==> src/rtl/cpu_pkg.sv <==
// cpu_pkg: shared definitions for the CPU front end.
//   PC_W / INSTR_W   - program counter and instruction widths
//   OP_*             - 2-bit opcode field values (instr[7:6])
//   fetch_state_e    - fetch stage state machine encoding
package cpu_pkg;

    localparam int unsigned PC_W    = 8;
    localparam int unsigned INSTR_W = 8;

    localparam logic [1:0] OP_ADD = 2'b00;
    localparam logic [1:0] OP_SLL = 2'b01;
    localparam logic [1:0] OP_J   = 2'b11;

    typedef enum logic [1:0] {
        BOOT,
        RUN,
        HALT
    } fetch_state_e;

endpackage

==> src/rtl/jump_target.sv <==
// jump_target: combinational PC-relative target computation.
//   target = pc + 1 + sign_extend(imm6), wrapping modulo 2^PC_W.
// Ports:
//   pc_i     - current program counter
//   imm_i    - 6-bit signed displacement
//   target_o - resolved target address
module jump_target #(
    parameter int unsigned PC_W = cpu_pkg::PC_W
) (
    input  logic [PC_W-1:0] pc_i,
    input  logic [5:0]      imm_i,
    output logic [PC_W-1:0] target_o
);

    always_comb begin
        target_o = pc_i + PC_W'(1) + {{(PC_W-6){imm_i[5]}}, imm_i};
    end

endmodule

==> src/rtl/fetch_unit.sv <==
// fetch_unit: instruction fetch stage in front of the instruction memory.
// Owns the PC, samples the combinational memory read data and hands
// non-jump instructions to decode through a valid/ready register.
// Jumps (opcode OP_J) are resolved here and never forwarded.
// Optional feature macro: FETCH_STATS_EN enables the saturating
// fetch_count / jump_count counters; otherwise both ports read 0.
// Ports:
//   clk, reset        - rising-edge clock, synchronous active-low reset
//   pc                - fetch address to instruction memory
//   instr_code        - memory read data for pc (same cycle)
//   id_instr, id_pc   - instruction and its address held for decode
//   id_valid/id_ready - decode handshake
//   halted            - fetch has stopped (PC left the program)
//   fetch_count       - non-jump instructions delivered (saturating)
//   jump_count        - jumps folded (saturating)
module fetch_unit #(
    parameter int unsigned PC_W     = cpu_pkg::PC_W,
    parameter int unsigned INSTR_W  = cpu_pkg::INSTR_W,
    parameter int unsigned PROG_LEN = 6,
    parameter int unsigned RESET_PC = 0
) (
    input  logic               clk,
    input  logic               reset,
    output logic [PC_W-1:0]    pc,
    input  logic [INSTR_W-1:0] instr_code,
    output logic [INSTR_W-1:0] id_instr,
    output logic [PC_W-1:0]    id_pc,
    output logic               id_valid,
    input  logic               id_ready,
    output logic               halted,
    output logic [7:0]         fetch_count,
    output logic [7:0]         jump_count
);

    import cpu_pkg::*;

    fetch_state_e       state_q, state_d;
    logic [PC_W-1:0]    pc_q, pc_d;
    logic [PC_W-1:0]    id_pc_q, id_pc_d;
    logic [INSTR_W-1:0] id_instr_q, id_instr_d;
    logic               id_valid_q, id_valid_d;

    logic               advance;
    logic               out_of_prog;
    logic               is_jump;
    logic               fetch_evt;
    logic               jump_evt;
    logic [PC_W-1:0]    jump_pc;

    jump_target #(
        .PC_W (PC_W)
    ) u_jump_target (
        .pc_i     (pc_q),
        .imm_i    (instr_code[5:0]),
        .target_o (jump_pc)
    );

    always_comb begin
        state_d     = state_q;
        pc_d        = pc_q;
        id_pc_d     = id_pc_q;
        id_instr_d  = id_instr_q;
        id_valid_d  = id_valid_q;
        fetch_evt   = 1'b0;
        jump_evt    = 1'b0;

        advance     = (state_q == RUN) && (!id_valid_q || id_ready);
        out_of_prog = (pc_q >= PC_W'(PROG_LEN));
        is_jump     = (instr_code[INSTR_W-1 -: 2] == OP_J);

        case (state_q)
            // Guard cycle while the instruction memory comes out of reset.
            BOOT: state_d = RUN;
            RUN: begin
                if (advance) begin
                    if (out_of_prog) begin
                        state_d    = HALT;
                        id_valid_d = 1'b0;
                    end else if (is_jump) begin
                        // Jump folded: the slot becomes a bubble.
                        pc_d       = jump_pc;
                        id_valid_d = 1'b0;
                        jump_evt   = 1'b1;
                    end else begin
                        id_instr_d = instr_code;
                        id_pc_d    = pc_q;
                        id_valid_d = 1'b1;
                        pc_d       = pc_q + PC_W'(1);
                        fetch_evt  = 1'b1;
                    end
                end
            end
            HALT: begin
                if (id_ready) begin
                    id_valid_d = 1'b0;
                end
            end
            default: state_d = BOOT;
        endcase
    end

    always_ff @(posedge clk) begin
        if (!reset) begin
            state_q    <= BOOT;
            pc_q       <= PC_W'(RESET_PC);
            id_pc_q    <= '0;
            id_instr_q <= '0;
            id_valid_q <= 1'b0;
        end else begin
            state_q    <= state_d;
            pc_q       <= pc_d;
            id_pc_q    <= id_pc_d;
            id_instr_q <= id_instr_d;
            id_valid_q <= id_valid_d;
        end
    end

    assign pc       = pc_q;
    assign id_instr = id_instr_q;
    assign id_pc    = id_pc_q;
    assign id_valid = id_valid_q;
    assign halted   = (state_q == HALT);

`ifdef FETCH_STATS_EN
    logic [7:0] fetch_cnt_q;
    logic [7:0] jump_cnt_q;

    always_ff @(posedge clk) begin
        if (!reset) begin
            fetch_cnt_q <= '0;
            jump_cnt_q  <= '0;
        end else begin
            if (fetch_evt && (fetch_cnt_q != 8'hFF)) begin
                fetch_cnt_q <= fetch_cnt_q + 8'd1;
            end
            if (jump_evt && (jump_cnt_q != 8'hFF)) begin
                jump_cnt_q <= jump_cnt_q + 8'd1;
            end
        end
    end

    assign fetch_count = fetch_cnt_q;
    assign jump_count  = jump_cnt_q;
`else
    logic unused_evt;
    assign unused_evt  = fetch_evt ^ jump_evt;
    assign fetch_count = '0;
    assign jump_count  = '0;
`endif

endmodule
==> config.mk <==
export PLATFORM = sky130hd
export DESIGN_NAME = fetch_unit
export DESIGN_NICKNAME = d
export VERILOG_FILES = /design/src/rtl/cpu_pkg.sv /design/src/rtl/jump_target.sv /design/src/rtl/fetch_unit.sv
export SDC_FILE = /design/constraint.sdc
export NUM_CORES = 1
export LEC_CHECK = 0
export CAP_MARGIN = 10
export CORE_MARGIN = 2
export CORE_UTILIZATION = 41
export CTS_CLUSTER_SIZE = 40
export DETAILED_ROUTE_END_ITERATION = 12
export PLACE_DENSITY_LB_ADDON = 0.2
export RECOVER_POWER = 50
export SKIP_CTS_REPAIR_TIMING = 1
export SYNTH_ARGS = -nofsm -noshare
export SYNTH_HDL_FRONTEND = slang
export SYNTH_SLANG_ARGS = --single-unit
export TNS_END_PERCENT = 5
==> constraint.sdc <==
create_clock -name clk -period 2.1 [get_ports clk]
set_input_delay 0.315 -clock clk [delete_from_list [all_inputs] [get_ports clk]]
set_output_delay 0.315 -clock clk [all_outputs]
set_load 0.01 [all_outputs]
* Word-level counts from Yosys, hierarchy flattened
Cells that the tools add are included.
** Word-level totals
- Register bits after elaboration :: 27
- Output and inout bits :: 42
** Operators by class
- Add/sub/neg operators :: 2
- Magnitude comparators :: 1
- Equal/unequal tests :: 6
- Mux-type cells :: 9
- Bitwise gates (word level) :: 3
- Reduce and logical (&&, ||, !) cells :: 9
** Operators with widths (count)
- $reduce_and 3->1 :: 3
- $add 8x1->8 const B :: 1
- $add 8x8->8 :: 1
- $ge 8x3->1 const B :: 1
- $mux 8 :: 1
- $ne 2x2->1 const B :: 3
- $pmux 2 s3 :: 1
- $eq 2x2->1 const B :: 2
- $mux 1 :: 4
- $mux 2 :: 2
- $reduce_and 4->1 :: 1
- $not 1->1 :: 3
- $eq 2x1->1 const B :: 1
- $logic_not 2->1 :: 1
- $pmux 1 s2 :: 1
- $reduce_bool 2->1 :: 1
- $logic_and 1x1->1 :: 1
- $logic_not 1->1 :: 1
- $logic_or 1x1->1 :: 1

* Longest topological paths before layout
- Depth after elaboration :: 5
- Depth in mapped cells :: 8
- Gate-level depth less buffers :: 8

* Cells and area by module
Synthesis repeated with hierarchy kept, for this count alone.
** Second synthesis, totals
- Cell total of the unflattened synthesis :: 190
- Area, all modules :: 1621.6 sq um
** Modules (own cells, without submodules)
- fetch_unit :: times used 1, cells an instance 141, area an instance 1275.0 sq um, sequential area each 540.5 sq um
- jump_target :: times used 1, cells an instance 49, area an instance 346.6 sq um, sequential area each 0.0 sq um

* Worst setup path before layout
Ideal clock, no wire load.
- Kind :: flip-flop to flip-flop
- Start :: reg pc_q[0], in the netlist pc[0]
- End :: reg pc_q[6], in the netlist pc[6]
- Setup time :: 0.117 ns
- Data arrival time :: 2.133 ns
- Required time :: 1.983 ns
- Path slack :: -0.150 ns
- Cell stages (with the launch flop) :: 9
- Path buffers :: 0
- Clock period less this slack :: 2.250 ns
- Cells stage by stage :: dfxtp_1 inv_1 ha_1 inv_1 fa_1 a211oi_1 o21ai_0 a21o_1 a32o_1
** On the way
- Word-level cells in the longest chain between the ends :: 3
- Elaborated cells between the ends (all ways) :: 6
- Classes of those cells :: add/sub: 2; order compare: 1; mux: 1; bitwise: 1; reduce/logical: 1
** Ends and longest elaborated chain
- from (decl) :: line fetch_unit.sv:38 : logic [PC_W-1:0] pc_q, pc_d;
- from (signal assigned) :: line fetch_unit.sv:105 : pc_q <= PC_W'(RESET_PC);
- from (signal assigned) :: line fetch_unit.sv:111 : pc_q <= pc_d;
- $add 8x1->8 or $ge 8x3->1 (tied branches) :: line jump_target.sv:16, fetch_unit.sv:88, fetch_unit.sv:68
- $add 8x8->8 or $not 1->1 (tied branches)
- $mux 8 or $reduce_and 3->1 (tied branches)
Several ways; a longest one is shown, not always the timed one.
A chain may end at the register's enable or synchronous reset.

* Final worst setup path
- Start :: reg pc_q[0], in the netlist pc[0]
- End :: reg pc_q[5], in the netlist pc[5]
The elaborated chain is that of the path after synthesis.

==> run_results.csv <==
group,metric,value,unit
logic_synthesis,synth_cells,185,
job,max_cap_violations,0,
cts,clkTransAtPathRegs,0.09,ns
power_and_ir_drop,leakage,0.980,nW
min_path,hp-class,"reg -> reg",
global_routing,grt_max_degree,29,
drt,drc,0,
drt,via_per_inst,5.03,
logic_synthesis,yosysTopAreaCell,"dfxtp_1",
placement,io_buffers,36,
global_routing,antenna_found_initial,0,
global_routing,grt_use_total,0.180,
layout,synthToLayoutAreaGrowth,39.7,%
logic_synthesis,syn-cell-area,1620,um^2
worst_setup_path,crit_arrival,2.23,ns
cts,cts.path.max_buffers,2,
layout,layout_commonest_cell,"clkdlybuf4s50_1",
floorplan,io_pins,53,
worst_setup_path,path_max_fanout,4,
floorplan,die_w,66.9,um
cts,cts_made_buffers,3,
logic_synthesis,syn_area_per_cell,8.77,um^2
drt,drtIter0Drc,65,
sta,finClkSkew,0.00314,ns
floorplan,die_h,66.9,um
layout,nets,266,
sta,setup_viol,0,
layout,nFillCells,369,
cts,cts-root-buf,"clkbuf_8",
sta,rsz0062_at_grt,"yes",
sta,drv_slew,0,
layout,diodes,0,
logic_synthesis,synth-async-reset-ratio,0,
logic_synthesis,synth_cell_types,42,
logic_synthesis,synth_top_area_share,0.333,
sta,fmax,487,MHz
power_and_ir_drop,ir_worst_vdd,0.458,mV
logic_synthesis,ys_top_cells_by_area,"dfxtp_1, buf_4, ha_1",
global_routing,grt_pass1_wl,6330,um
worst_setup_path,worst_ep_required_time,2.28,ns
floorplan,initial_core_util,0.433,
drt,num_vias,1464,
floorplan,rows,22,
placement,gp_congestion,0.822,
sta,fin_crit_sh,0.978,
worst_setup_path,worstSetupPathType,"reg -> reg",
worst_setup_path,cp-end-kind,"flip-flop",
logic_synthesis,synth_seq_area_share,0.333,
logic_synthesis,ys.flop_type,"dfxtp_1",
logic_synthesis,synth_seq_cells,27,
drt,first_pass_iters,4,
global_routing,grt_pass1_vias,1381,
logic_synthesis,yosys_warnings,0,
sta,fin_ws,0.0452,ns
cts,insertion_delay,0.28,ns
cts,numClockSinks,27,
outcome,status,"complete, no violations",
layout,final_cell_mix,"clkdlybuf4s50_1, nand2_1, buf_4, dfxtp_1, conb_1",
floorplan,coreArea,3740,um^2
drt,drt-total-wl,3780,um
sta,hold_violations,0,
cts,htree_levels,1,
placement,hpwlAfterDp,2880,um
sta,tns,0,ns
layout,drive_gt1_frac,0.226,
global_routing,gr-total-overflow,0,
power_and_ir_drop,p_per_area,860,nW/um^2
floorplan,die_area,4480,um^2
logic_synthesis,synth-edff-count,0,
drt,antenna_left,0,
worst_setup_path,cp-start-kind,"flip-flop",
sta,finalCriticalPeriod,2.05,ns
drt,post_drt_wl_per_cell,13.0,um
cts,cts_tree,"built",
placement,pre_cts_ws,-0.143,ns
[layer usage]
layer	track usage	routed length (um)	vias to the layer above
li1	-	-	748
met1	0.251	1790	667
met2	0.291	1760	43
met3	0.0355	173	6
met4	0.0281	57	0
met5	0	0	-
[synth_stat cells, types with 2 or more instances]
library cell  instances
nand3_1               8
and3_1                9
a21o_1                4
ha_1                 10
a32o_1                2
a211oi_1              5
dfxtp_1              27
clkbuf_1              4
or2_2                 2
o21ai_0               7
a31oi_1               3
o211ai_1              2
xnor2_1               5
nor3_4                2
inv_1                 3
a221oi_1              2
buf_4                17
a21oi_1               6
nor3_1                2
nor2_1                9
and2_1                2
mux2i_1               9
nand2_1              25
o21a_1                2
[critical path, cell delays in order (launching register included)]
cell,delay [ns]
dfxtp_2,0.35
buf_4,0.12
ha_4,0.16
nand3_2,0.10
xnor2_2,0.16
ha_1,0.36
or2_2,0.31
a21o_1,0.16
a32o_1,0.23
[final timing paths]
path,startpoint,slack (ns),to,cells after the start
hold reg to reg,state_q[1],0.45,state_q[0],1
setup reg to reg,pc[0],0.05,pc[5],8
setup / recovery,pc[0],0.05,pc[5],8
hold / removal,state_q[1],0.45,state_q[0],1
[flip-flops by register name, indices dropped and copies added (netlist names)]
name and cells:
state_q 2, pc 8, id_valid 1, id_pc 8
id_instr 8
[logic make-up (layout without fill, tap and decap cells)]
family	after synthesis	after routing	share of synthesized area
flops	27	27	0.333
xor+xnor	6	6	0.0324
compound gates	39	39	0.167
other cells	1	16	0.00231
buf+inv	26	69	0.100
simple gates	66	66	0.220
fa+ha+maj	11	11	0.0894
mux	9	9	0.0555
[layout make-up]
class,count,area (um^2),share of cell area
Inverter,4,15.0,0.00662
Timing Repair Buffer,61,548,0.242
Tap cell,48,60.1,0.0265
Multi-Input combinational cell,147,1050,0.462
Clock buffer,3,41.3,0.0182
Clock inverter,1,7.51,0.00331
Sequential cell,27,547,0.241
[stage by stage]
stage	instances	cell area [um^2]	util	hold slack, ns	total power, mW
after detailed placement	285	2130	0.570	0.428	1.58
after CTS	289	2180	0.583	0.443	1.89
after global routing	291	2270	0.606	0.477	2.10
after floorplan	200	1690	-	0.399	1.21
after global placement	285	2130	0.570	0.413	1.57
final	291	2270	0.606	0.451	1.95
[report_power, final]
group | total, mW | internal [mW] | switching, mW
combinational | 1.01 | 0.517 | 0.488
sequential | 0.641 | 0.585 | 0.0567
clock | 0.302 | 0.135 | 0.167
total | 1.95 | 1.24 | 0.712
Power figures use the tool's default switching activity.
